File: config.mk
export PLATFORM = sky130hd
export DESIGN_NAME = carry_chain_cfg_loader
export DESIGN_NICKNAME = d
export VERILOG_FILES = /design/src/rtl/carry_chain_cfg_loader_pkg.sv /design/src/rtl/cfg_shift_reg.sv /design/src/rtl/carry_chain_cfg_loader.sv
export SDC_FILE = /design/constraint.sdc
export NUM_CORES = 1
export LEC_CHECK = 0
export CORE_UTILIZATION = 45
export CTS_CLUSTER_DIAMETER = 120
export DETAILED_ROUTE_END_ITERATION = 12
export PLACE_DENSITY = 0.68
export SLEW_MARGIN = 20
export SYNTH_ARGS = -nofsm -noshare
export SYNTH_HDL_FRONTEND = slang
export SYNTH_HIERARCHICAL = 1
export SYNTH_SLANG_ARGS = --single-unit
File: constraint.sdc
create_clock -name clk -period 2.3 [get_ports clk]
set_clock_uncertainty 0.15 [all_clocks]
set_input_delay 0.345 -clock clk [delete_from_list [all_inputs] [get_ports clk]]
set_output_delay 0.345 -clock clk [all_outputs]
set_load 0.01 [all_outputs]
File: src/rtl/carry_chain_cfg_loader_pkg.sv
// Shared types and constants for the fast_carry_chain configuration loader.
// The per-slice field layout here must match the order in which the serial frame delivers bits.
package carry_chain_cfg_loader_pkg;

    localparam int CFG_W         = 5;
    localparam int BYP           = 0;
    localparam int CYO           = 1;
    localparam int CY0_LSB       = 2;
    localparam int CY0_MAX_LEGAL = 4;

    typedef enum logic [2:0] {
        IDLE,
        LOAD,
        PARITY,
        COMMIT,
        ERROR
    } state_e;

    function automatic logic cy0_is_illegal(input logic [2:0] code);
        return code > 3'(CY0_MAX_LEGAL);
    endfunction

endpackage

File: src/rtl/cfg_shift_reg.sv
// Shadow shift register for one configuration frame, plus a running XOR of every accepted bit.
// Bits shift in at the MSB end, so after a full frame the first bit received sits at bit 0.
module cfg_shift_reg
    import carry_chain_cfg_loader_pkg::*;
#(
    parameter int NUM_SLICES = 8
) (
    input  logic                        clk,
    input  logic                        reset,
    input  logic                        clear_i,
    input  logic                        shift_i,
    input  logic                        par_i,
    input  logic                        bit_i,
    output logic [NUM_SLICES*CFG_W-1:0] shadow_o,
    output logic                        parity_o
);

    localparam int SR_W = NUM_SLICES * CFG_W;

    logic [SR_W-1:0] shadow_q, shadow_d;
    logic            parity_q, parity_d;

    always_comb begin
        shadow_d = shadow_q;
        parity_d = parity_q;
        if (clear_i) begin
            shadow_d = '0;
            parity_d = 1'b0;
        end else begin
            if (shift_i) begin
                shadow_d = {bit_i, shadow_q[SR_W-1:1]};
            end
            // The parity bit joins the XOR but never enters the shadow image.
            if (shift_i || par_i) begin
                parity_d = parity_q ^ bit_i;
            end
        end
    end

    always_ff @(posedge clk) begin
        if (reset) begin
            shadow_q <= '0;
            parity_q <= 1'b0;
        end else begin
            shadow_q <= shadow_d;
            parity_q <= parity_d;
        end
    end

    assign shadow_o = shadow_q;
    assign parity_o = parity_q;

endmodule

File: src/rtl/carry_chain_cfg_loader.sv
// Serial loader for fast_carry_chain slice configuration: collects a parity-protected frame
// in a shadow register and commits it to the active control outputs only when it is clean.
module carry_chain_cfg_loader
    import carry_chain_cfg_loader_pkg::*;
#(
    parameter int NUM_SLICES = 8
) (
    input  logic                    clk,
    input  logic                    reset,
    input  logic                    start,
    input  logic                    abort,
    input  logic                    cfg_bit_valid,
    input  logic                    cfg_bit,
    output logic                    cfg_bit_ready,
    output logic [NUM_SLICES-1:0]   bypass,
    output logic [NUM_SLICES-1:0]   CYO_MUX_SEL,
    output logic [3*NUM_SLICES-1:0] CY0_MUX_SEL,
    output logic                    busy,
    output logic                    done,
    output logic                    err
);

    localparam int DATA_BITS = NUM_SLICES * CFG_W;
    localparam int CNT_W     = $clog2(DATA_BITS + 1);
    localparam logic [CNT_W-1:0] LAST_IDX = CNT_W'(DATA_BITS - 1);

    state_e                  state_q, state_d;
    logic [CNT_W-1:0]        cnt_q, cnt_d;
    logic                    err_q, err_d;
    logic                    done_q;
    logic [NUM_SLICES-1:0]   bypass_q, cyo_q;
    logic [3*NUM_SLICES-1:0] cy0_q;

    logic                    clear, shift, par, commit, ready;
    logic [DATA_BITS-1:0]    shadow;
    logic                    parity;
    logic                    any_illegal;
    logic [NUM_SLICES-1:0]   byp_sh, cyo_sh;
    logic [3*NUM_SLICES-1:0] cy0_sh;

    cfg_shift_reg #(
        .NUM_SLICES(NUM_SLICES)
    ) u_shift (
        .clk      (clk),
        .reset    (reset),
        .clear_i  (clear),
        .shift_i  (shift),
        .par_i    (par),
        .bit_i    (cfg_bit),
        .shadow_o (shadow),
        .parity_o (parity)
    );

    always_comb begin
        byp_sh      = '0;
        cyo_sh      = '0;
        cy0_sh      = '0;
        any_illegal = 1'b0;
        for (int i = 0; i < NUM_SLICES; i++) begin
            byp_sh[i]      = shadow[i*CFG_W + BYP];
            cyo_sh[i]      = shadow[i*CFG_W + CYO];
            cy0_sh[3*i +: 3] = shadow[i*CFG_W + CY0_LSB +: 3];
            if (cy0_is_illegal(shadow[i*CFG_W + CY0_LSB +: 3])) begin
                any_illegal = 1'b1;
            end
        end
    end

    always_comb begin
        state_d = state_q;
        cnt_d   = cnt_q;
        err_d   = err_q;
        clear   = 1'b0;
        shift   = 1'b0;
        par     = 1'b0;
        commit  = 1'b0;
        ready   = 1'b0;
        case (state_q)
            IDLE, ERROR: begin
                // abort in the same cycle as start suppresses the start.
                if (start && !abort) begin
                    state_d = LOAD;
                    cnt_d   = '0;
                    err_d   = 1'b0;
                    clear   = 1'b1;
                end
            end
            LOAD: begin
                ready = 1'b1;
                if (abort) begin
                    state_d = IDLE;
                    cnt_d   = '0;
                    clear   = 1'b1;
                end else if (cfg_bit_valid) begin
                    shift = 1'b1;
                    cnt_d = cnt_q + 1'b1;
                    if (cnt_q == LAST_IDX) begin
                        state_d = PARITY;
                    end
                end
            end
            PARITY: begin
                ready = 1'b1;
                if (abort) begin
                    state_d = IDLE;
                    cnt_d   = '0;
                    clear   = 1'b1;
                end else if (cfg_bit_valid) begin
                    par = 1'b1;
                    if (((parity ^ cfg_bit) == 1'b0) && !any_illegal) begin
                        state_d = COMMIT;
                    end else begin
                        state_d = ERROR;
                        err_d   = 1'b1;
                    end
                end
            end
            COMMIT: begin
                commit  = 1'b1;
                state_d = IDLE;
            end
            default: state_d = IDLE;
        endcase
    end

    always_ff @(posedge clk) begin
        if (reset) begin
            state_q  <= IDLE;
            cnt_q    <= '0;
            err_q    <= 1'b0;
            done_q   <= 1'b0;
            bypass_q <= '1;
            cyo_q    <= '0;
            cy0_q    <= '0;
        end else begin
            state_q <= state_d;
            cnt_q   <= cnt_d;
            err_q   <= err_d;
            done_q  <= commit;
            if (commit) begin
                bypass_q <= byp_sh;
                cyo_q    <= cyo_sh;
                cy0_q    <= cy0_sh;
            end
        end
    end

    assign cfg_bit_ready = ready;
    assign bypass        = bypass_q;
    assign CYO_MUX_SEL   = cyo_q;
    assign CY0_MUX_SEL   = cy0_q;
    assign busy          = (state_q == LOAD) || (state_q == PARITY) || (state_q == COMMIT);
    assign done          = done_q;
    assign err           = err_q;

endmodule

==> run summary, run 1 <==
floorplan core area - 0.00777 sq mm
global-route wire length before repair - 11.9 mm
sequential share of power - 57.4%
part of the Yosys area used for sequential elements - 50.9%
number of distinct standard cells referenced by the synthesized netlist - 41
count of input and output buffers - 49
H-tree levels - 3
Synth async-reset ratio - 0%
Area growth syn-to-layout - 20.7%
Critical Path Slowest Stage Cell - sky130_fd_sc_hd__clkdlybuf4s50_1
largest net degree at the start of global routing - 41
Total Nets Final - 453
cell types with the largest area share after synthesis - sky130_fd_sc_hd__dfxtp_1 (51%), sky130_fd_sc_hd__mux2i_1 (11%), sky130_fd_sc_hd__nand2_1 (9.0%)
CP arrival - 1.66 ns
proportion of total power due to net switching - 21.9%
Main synth FF type - sky130_fd_sc_hd__dfxtp_1
static leakage - 1.51 nW
sort of element at the end of the critical path - output pin
synthesis warning total - 6
final setup TNS - 0 ns
largest vdd supply drop - 0.000352 V
clk_lat worst skew - 0.34 ns
per-instance average area after synthesis - 9.02 sq um
TritonCTS sink count - 92
Pre-Repair DR Iteration Count - 4
Setup Viol. Count Final - 0
CP max stage delay - 0.56 ns
critical path type - flop to output pin
result of the run - finished, final reports clean
setup repair after global routing missed its margin - false
remaining design rule violation count - 0
Site Rows - 32
HPWL Detailed - 4.84 mm
cells after synthesis - 401
via count of the first global-routing pass - 2,555
worst setup path startpoint - state_q[0]
count of flip-flops with a built-in enable after synthesis - 0
clock transition at the registers of the reported paths - 0.09 ns
count of buffers added by post-CTS timing repair for setup - 0
Initial DRC Count - 101
worst min-delay path class - flop to flop
total via count in the routed design - 2,773
worst max-slew margin expressed relative to the limit - 73.5%
max capacitance violation total - 0
Num CTS Buffers - 9
RD Place Congestion - 0.792
clock root buffer - sky130_fd_sc_hd__clkbuf_8
Fill cells - 718
global route total overflow - 0
die width - 91.7 microns
final worst path period share - 93.8%
Final Hold Fails - 0
all-layer global routing usage - 17.9%
required time of the critical path - 1.80 ns
Post-CTS Hold Fix Bufs - 0
hold path start - CY0_MUX_SEL[4]
cell internal power dissipation - 2.18 mW
startpoint class of the critical path - flop
clock share of power - 37.5%
Synth top cells by count - sky130_fd_sc_hd__dfxtp_1 (92), sky130_fd_sc_hd__nand2_1 (87), sky130_fd_sc_hd__nor2_1 (51)
maximum clock frequency - 464 MHz
initial antenna violation count - 0
PwrDens - 639 mW/mm^2
most instantiated library cell after synthesis - sky130_fd_sc_hd__dfxtp_1
combinational fraction of design power - 5.1%
cell area after synthesis - 0.00362 sq mm
net switching component of the power - 0.611 mW
layout cell share with drive strength beyond 1 - 8.46%
Initial Utilization - 46.6%
Hold WS - 0.306 ns
Worst Path Max Fanout - 9
clock tree from TritonCTS - built
overall die area - 0.00840 sq mm
slew at the pin closest to its max-slew limit - 0.395 ns
flop and latch count out of synthesis - 92
post-detailed-route wirelength per cell - 13.1 microns
cell breakdown of the critical path - xnor2_1 > nor2_2 > clkdlybuf4s50_1
post-detailed-routing wire length - 7.20 mm
top-level port count - 50
Vert. Die Dim - 91.7 microns
most area-hungry cell type in the Yosys netlist - sky130_fd_sc_hd__dfxtp_1
fraction of post-synthesis cell area in the top cell type by area - 50.9%
Mapped Nets - 408
deepest clock path buffer count - 2
FF-to-FF Start - state_q[1]
Final Max Slew Viols - 0
DR vias/cell - 5.03
post-route minimum period - 2.16 ns
# diodes - 0
count of antenna-violating nets left after detailed routing - 0
## repair_timing
action                                  4_1_cts  5_1_grt
endpoints found under the setup margin        1        1
gates resized for setup                       1        1
cloned                                        0        0
## kinds of logic after synthesis
family / synth area share (%)
and+or+nand+nor: 21.4
buffers and inverters: 5.36
muxes: 11.7
DFF: 50.9
xor gates and xnor gates: 0.484
adders and majority gates: 0.346
AOI/OAI and AO/OA: 9.79
## layout by cell type (no fill, tap or decap), types with 9 or more instances in the layout
master	n
sky130_fd_sc_hd__clkdlybuf4s50_1	49
sky130_fd_sc_hd__nor2_1	50
sky130_fd_sc_hd__mux2i_1	41
sky130_fd_sc_hd__o21ai_0	10
sky130_fd_sc_hd__dfxtp_1	91
sky130_fd_sc_hd__a21oi_1	38
sky130_fd_sc_hd__nand3b_1	9
sky130_fd_sc_hd__clkbuf_8	10
sky130_fd_sc_hd__buf_4	10
sky130_fd_sc_hd__nand2_1	87
## state kept, by name, indices dropped and copies added (netlist names)
| signal | flops |
|---|---|
| u_shift/shadow_o | 40 |
| CY0_MUX_SEL | 24 |
| CYO_MUX_SEL | 8 |
| bypass | 8 |
| cnt_q | 6 |
| state_q | 3 |
| done | 1 |
| err | 1 |
| u_shift/parity_o | 1 |
## power groups by stage
stage,combinational [mW],clock (mW),sequential [mW]
floorplan,0.119,0,1.63
global placement,0.141,0,1.64
detailed placement,0.141,0,1.64
CTS,0.142,1.08,1.60
global route,0.155,1.15,1.60
finish,0.142,1.05,1.60
## worst max-delay path: cells and delay by family (launching register included)
| family | cells | cell delay, ns |
|---|---|---|
| xor+xnor | 1 | 0.14 |
| simple gates | 1 | 0.17 |
| flops | 1 | 0.45 |
| buf+inv | 1 | 0.56 |
## metrics by stage
| stage | power [mW] | setup WS (ns) | util, % | cell area [sq um] | instances |
|---|---|---|---|---|---|
| detailed placement | 1.78 | 0.0187 | 53.7 | 4170 | 537 |
| floorplan | 1.75 | 0.578 | - | 3620 | 401 |
| finish | 2.79 | 0.143 | 56.2 | 4360 | 551 |
| CTS | 2.82 | 0.0672 | 56.2 | 4360 | 551 |
| global route | 2.90 | 0.0646 | 56.2 | 4360 | 551 |
| global placement | 1.78 | 0.0344 | 53.7 | 4170 | 537 |
## layer usage
layer / share of wire (%) / wire [microns] / track usage [%]
met1: 51 / 3650 / 24.1
met2: 45 / 3220 / 27.8
met3: 3.4 / 245 / 3.40
met4: 1.2 / 87 / 8.73
met5: 0 / 0 / 0
## final cells by class
class	instances	area [sq um]	area share (%)
clock buffer	10	138	3.15
clock inverter	4	51.3	1.18
inverter	4	15.0	0.344
multi-input combinational	278	1580	36.3
sequential	92	1840	42.2
tap	102	128	2.92
timing repair buffer	61	606	13.9
## final timing paths
kind                          to  slack (ns)  cells after the start
max reg2reg  u_shift/shadow_o[9]        0.47                      7
min               CY0_MUX_SEL[4]        0.31                      2
max                cfg_bit_ready        0.14                      3
min reg2reg       CY0_MUX_SEL[4]        0.31                      2
Power figures use the tool's default switching activity.
==> run 2, diff against run 1 <==
CORE_ASPECT_RATIO = 0.9   (was unset)
SKIP_CTS_REPAIR_TIMING = 1   (was unset)
==> run summary, run 2 (synthesized netlist as in run 1, its figures left out) <==
setup repair after global routing missed its margin - false
Final Hold Fails - 0 (unchanged)
FF-to-FF Start - state_q[0]
Worst Path Max Fanout - 9 (unchanged)
largest net degree at the start of global routing - 41 (unchanged)
Total Nets Final - 453 (unchanged)
Initial DRC Count - 67 (-34%)
static leakage - 1.52 nW (+0.61%)
most common cell after layout, fill and taps aside - sky130_fd_sc_hd__dfxtp_1
CP arrival - 1.64 ns (-0.02 ns)
die width - 96.5 microns (+5.3%)
post-route minimum period - 2.13 ns (-0.0250 ns)
critical path type - flop to output pin
initial antenna violation count - 0 (unchanged)
post-detailed-routing wire length - 7.00 mm (-2.8%)
Critical Path Slowest Stage Cell - sky130_fd_sc_hd__clkdlybuf4s50_1
Site Rows - 30 (-6.3%)
Num CTS Buffers - 9 (unchanged)
global-route wire length before repair - 11.7 mm (-1.6%)
number of cells after detailed placement - 531 (-1.1%)
Setup Viol. Count Final - 0 (unchanged)
post-route total power - 2.80 mW (+0.24%)
Vert. Die Dim - 87.1 microns (-5.0%)
worst min-delay path class - flop to flop
floorplan core area - 0.00766 sq mm (-1.4%)
Hold WS - 0.307 ns (+0.000803 ns)
all-layer global routing usage - 18.3% (+0.30 points)
Finished Layout Cells - 547 (-0.73%)
worst setup path startpoint - state_q[0]
PwrDens - 638 mW/mm^2 (-0.24%)
CP max stage delay - 0.56 ns (about the same)
startpoint class of the critical path - flop
post-detailed-route wirelength per cell - 12.8 microns (-2.1%)
via count of the first global-routing pass - 2,519 (-1.4%)
count of input and output buffers - 49 (unchanged)
Final Max Slew Viols - 0 (unchanged)
final worst path period share - 92.7% (-1.1 points)
Area growth syn-to-layout - 21.2%
final setup TNS - 0 ns (unchanged)
global route total overflow - 0 (unchanged)
family of cells with the greatest summed delay on the critical path - buffers and inverters
sort of element at the end of the critical path - output pin
most used cells in the layout excluding fill and tap cells - sky130_fd_sc_hd__dfxtp_1 (91), sky130_fd_sc_hd__nand2_1 (87), sky130_fd_sc_hd__nor2_1 (50)
R2R Setup Slk - 0.51 ns (+0.04 ns)
result of the run - finished, final reports clean
deepest clock path buffer count - 2 (unchanged)
layout cell share with drive strength beyond 1 - 8.65% (+0.18 points)
top-level port count - 50 (unchanged)
# diodes - 0 (unchanged)
overall die area - 0.00840 sq mm (about the same)
DR vias/cell - 5.04 (+0.19%)
worst max-slew margin expressed relative to the limit - 68.2% (-5.3 points)
required time of the critical path - 1.80 ns (about the same)
clock transition at the registers of the reported paths - 0.08 ns (about the same)
cell breakdown of the critical path - xnor2_1 > nor2_2 > clkdlybuf4s50_1
HPWL Detailed - 4.86 mm (+0.40%)
clock tree from TritonCTS - built
Initial Utilization - 47.2% (+0.67 points)
count of antenna-violating nets left after detailed routing - 0 (unchanged)
largest vdd supply drop - 0.000405 V (+15%)
RD Place Congestion - 0.817 (+3.2%)
remaining design rule violation count - 0 (unchanged)
H-tree levels - 3 (unchanged)
clk_lat worst skew - 0.35 ns (about the same)
maximum clock frequency - 469 MHz (+1.2%)
placement-stage cell area - 0.00419 sq mm (+0.42%)
max capacitance violation total - 0 (unchanged)
hold path start - CY0_MUX_SEL[7]
number of flip-flops in the largest register - 40 (unchanged)
worst path buffer plus inverter count - 1 (unchanged)
final cell area excluding filler cells - 0.00439 sq mm (+0.49%)
Pre-Repair DR Iteration Count - 4 (unchanged)
clock root buffer - sky130_fd_sc_hd__clkbuf_8
slew at the pin closest to its max-slew limit - 0.476 ns (+0.0810 ns)
TritonCTS sink count - 92 (unchanged)
total via count in the routed design - 2,758 (-0.54%)
## run 2: cell count changes in the layout (fill, tap and decap cells not counted)
cell	previous run	this run
sky130_fd_sc_hd__buf_12	2	4
sky130_fd_sc_hd__buf_4	10	8
sky130_fd_sc_hd__clkbuf_1	0	1
sky130_fd_sc_hd__clkbuf_8	10	9
sky130_fd_sc_hd__clkinv_2	1	2
sky130_fd_sc_hd__clkinv_4	1	2
## run 2: through the flow
step	worst slack (ns)	utilization [%]
2_1_floorplan	0.578	-
4_1_cts	-0.0363	57.2
3_5_place_dp	0.0818	54.7
3_3_place_gp	0.0962	54.7
5_1_grt	0.0578	57.3
6_report	0.168	57.3
## run 2: worst paths after layout
kind | to | cells past startpoint
min reg2reg | CY0_MUX_SEL[7] | 2
max reg2reg | u_shift/shadow_o[39] | 6
max | cfg_bit_ready | 3
min | CY0_MUX_SEL[7] | 2
## run 2: cell type report
type | instances | area (sq um)
sequential | 92 | 1840
clock inverter | 6 | 65.1
clock buffer | 10 | 128
timing repair buffer | 61 | 631
inverter | 4 | 15.0
multi-input combinational | 278 | 1580
fill | 702 | 3270
tap | 96 | 120
## run 2: layer usage
layer,wire length [microns],vias to the layer above,track usage [%]
met5,0,-,0
met4,63,0,4.41
met3,367,5,6.37
met2,3080,49,28.7
met1,3480,1281,24.0
li1,-,1423,-
## run 2: tightest hold or removal path: cells and delay by family, from the launching register on
kind             cells  cell delay, ns
AO/OA/AOI/OAI        1            0.05
AND/OR/NAND/NOR      1            0.05
flip-flops           1            0.31
## run 2: where the power goes
part / leakage (nW) / total [mW] / switching (mW) / internal (mW)
registers: 0.742 / 1.60 / 0.00604 / 1.59
logic: 0.678 / 0.150 / 0.0801 / 0.0700
clock network: 0.0962 / 1.05 / 0.543 / 0.503
total: 1.52 / 2.80 / 0.629 / 2.17
==> run 3, diff against run 2 <==
CORE_UTILIZATION = 54   (was 45)
PLACE_DENSITY = 0.79   (was 0.68)
SETUP_SLACK_MARGIN = 0.1   (was unset)
==> run summary, run 3 (synthesized netlist as in run 1, its figures left out) <==
slew at the pin closest to its max-slew limit - 0.381 ns (-0.0948 ns)
layout cell share with drive strength beyond 1 - 9.49% (+0.84 points)
Initial Utilization - 57.6% (+10 points)
final worst path period share - 93.6% (+0.89 points)
count of antenna-violating nets left after detailed routing - 0 (unchanged)
floorplan core area - 0.00628 sq mm (-18%)
routing usage on met2 - 36.2% (+7.5 points)
Worst Path Max Fanout - 9 (unchanged)
Setup Viol. Count Final - 0 (unchanged)
TritonCTS sink count - 92 (unchanged)
post-detailed-routing wire length - 7.37 mm (+5.4%)
Fill cells - 482 (-31%)
Area growth syn-to-layout - 22.0%
maximum clock frequency - 465 MHz (-0.95%)
clock tree from TritonCTS - built
largest net degree at the start of global routing - 34 (-17%)
setup repair after global routing missed its margin - false
remaining design rule violation count - 0 (unchanged)
global-route wire length before repair - 12.2 mm (+4.4%)
Final Max Slew Viols - 0 (unchanged)
result of the run - finished, final reports clean
post-route minimum period - 2.15 ns (+0.0205 ns)
end point of the worst hold path - CY0_MUX_SEL[6]
GRT met1 Usage - 29.5% (+5.5 points)
via count of the first global-routing pass - 2,555 (+1.4%)
die width - 88.3 microns (-8.5%)
total area of sequential cells - 0.00185 sq mm (+0.34%)
HPWL Detailed - 5.08 mm (+4.5%)
hold path start - CY0_MUX_SEL[6]
Pre-Repair DR Iteration Count - 4 (unchanged)
most common cell after layout, fill and taps aside - sky130_fd_sc_hd__dfxtp_1
top-level port count - 50 (unchanged)
Placement Setup Slack - 0.0385 ns (-0.0433 ns)
number of flip-flops in the largest register - 40 (unchanged)
global route total overflow - 0 (unchanged)
met3 track demand over resource in global routing - 4.86% (-1.5 points)
post-route setup slack - 0.147 ns (-0.0205 ns)
number of cell instances on the worst register-to-register path - 6 (unchanged)
initial antenna violation count - 0 (unchanged)
H-tree levels - 3 (unchanged)
endpoint of the lowest-slack register-to-register path - u_shift/shadow_o[5]
max capacitance violation total - 0 (unchanged)
area of the multi-input gates - 0.00158 sq mm (unchanged)
DR vias/cell - 5.25 (+4.2%)
# diodes - 0 (unchanged)
overall die area - 0.00703 sq mm (-16%)
most used cells in the layout excluding fill and tap cells - sky130_fd_sc_hd__dfxtp_1 (90), sky130_fd_sc_hd__nand2_1 (87), sky130_fd_sc_hd__nor2_1 (50)
worst max-slew margin expressed relative to the limit - 74.4% (+6.2 points)
FF-to-FF Start - state_q[0]
Final Hold Fails - 0 (unchanged)
Initial DRC Count - 141 (+110%)
RD Place Congestion - 0.823 (+0.76%)
all-layer global routing usage - 22.7% (+4.4 points)
static leakage - 1.53 nW (+0.91%)
count of input and output buffers - 49 (unchanged)
sort of element at the end of the critical path - output pin
startpoint class of the critical path - flop
post-route total power - 2.94 mW (+5.1%)
Num CTS Buffers - 9 (unchanged)
clock root buffer - sky130_fd_sc_hd__clkbuf_8
critical path type - flop to output pin
total via count in the routed design - 2,837 (+2.9%)
required time of the critical path - 1.80 ns (about the same)
most utilized layer in the global route result - met2
Total Nets Final - 455 (+0.44%)
largest vdd supply drop - 0.000464 V (+15%)
deepest clock path buffer count - 2 (unchanged)
clk_lat worst skew - 0.35 ns (about the same)
post-detailed-route wirelength per cell - 13.7 microns (+6.7%)
Site Rows - 27 (-10%)
R2R Setup Slk - 0.48 ns (-0.03 ns)
PwrDens - 666 mW/mm^2 (+4.5%)
Vert. Die Dim - 79.6 microns (-8.5%)
CP arrival - 1.66 ns (+0.02 ns)
worst min-delay path class - flop to flop
clock transition at the registers of the reported paths - 0.09 ns (about the same)
number of cells on the worst hold path - 2 (unchanged)
run 3: cell count changes in the layout (fill, tap and decap cells not counted), sizes merged:
cell,previous run,this run
clkinv,4,1
buf,12,14
inv,4,6
bufinv,1,2
clkbuf,10,9
clkinvlp,1,2
run 3: how the worst max path moves through the flow:
stage	startpoint	to	slack (ns)	depth (start not counted)
4_1_cts	state_q[1]	cfg_bit_ready	-0.08	3
3_5_place_dp	abort	cnt_q[1]	0.04	6
2_1_floorplan	state_q[0]	u_shift/shadow_o[0]	0.58	8
6_report	state_q[1]	cfg_bit_ready	0.15	3
3_3_place_gp	abort	cnt_q[2]	0.08	6
5_1_grt	state_q[1]	cfg_bit_ready	0.08	3
run 3: area by class of cell:
class	count	area share, %
Clock inverter	7	2.21
Tap cell	87	2.47
Sequential cell	92	41.9
Timing Repair Buffer	63	14.4
Multi-Input combinational cell	278	35.9
Clock buffer	9	2.81
Inverter	4	0.340
run 3: layer usage:
metal / vias up / routed length, microns / share of wire [%]
met3: 16 / 282 / 3.8
li1: 1428 / - / -
met4: 0 / 150 / 2.0
met1: 1337 / 3480 / 47
met2: 56 / 3460 / 47
met5: - / 0 / 0
run 3: critical path, cell delays in order, from the launching register on:
cell,delay [ns]
sky130_fd_sc_hd__dfxtp_4,0.39
sky130_fd_sc_hd__xnor2_1,0.17
sky130_fd_sc_hd__nor2_2,0.17
sky130_fd_sc_hd__clkdlybuf4s50_1,0.57
run 3: power breakdown:
| group | total, mW | switching, mW | internal (mW) | leakage, nW |
|---|---|---|---|---|
| logic | 0.147 | 0.0806 | 0.0663 | 0.680 |
| registers | 1.60 | 0.00601 | 1.59 | 0.743 |
| clock network | 1.19 | 0.575 | 0.617 | 0.106 |
run 3: per-stage QoR:
stage               hold slack [ns]  cell area [sq um]  cells  utilization [%]  setup TNS, ns
floorplan                     0.290               3620    401                -              0
global placement              0.293               4180    524             66.5              0
detailed placement            0.297               4180    524             66.5              0
CTS                           0.310               4400    540             70.1        -0.0786
global route                  0.324               4410    540             70.2              0
finish                        0.308               4410    540             70.2              0
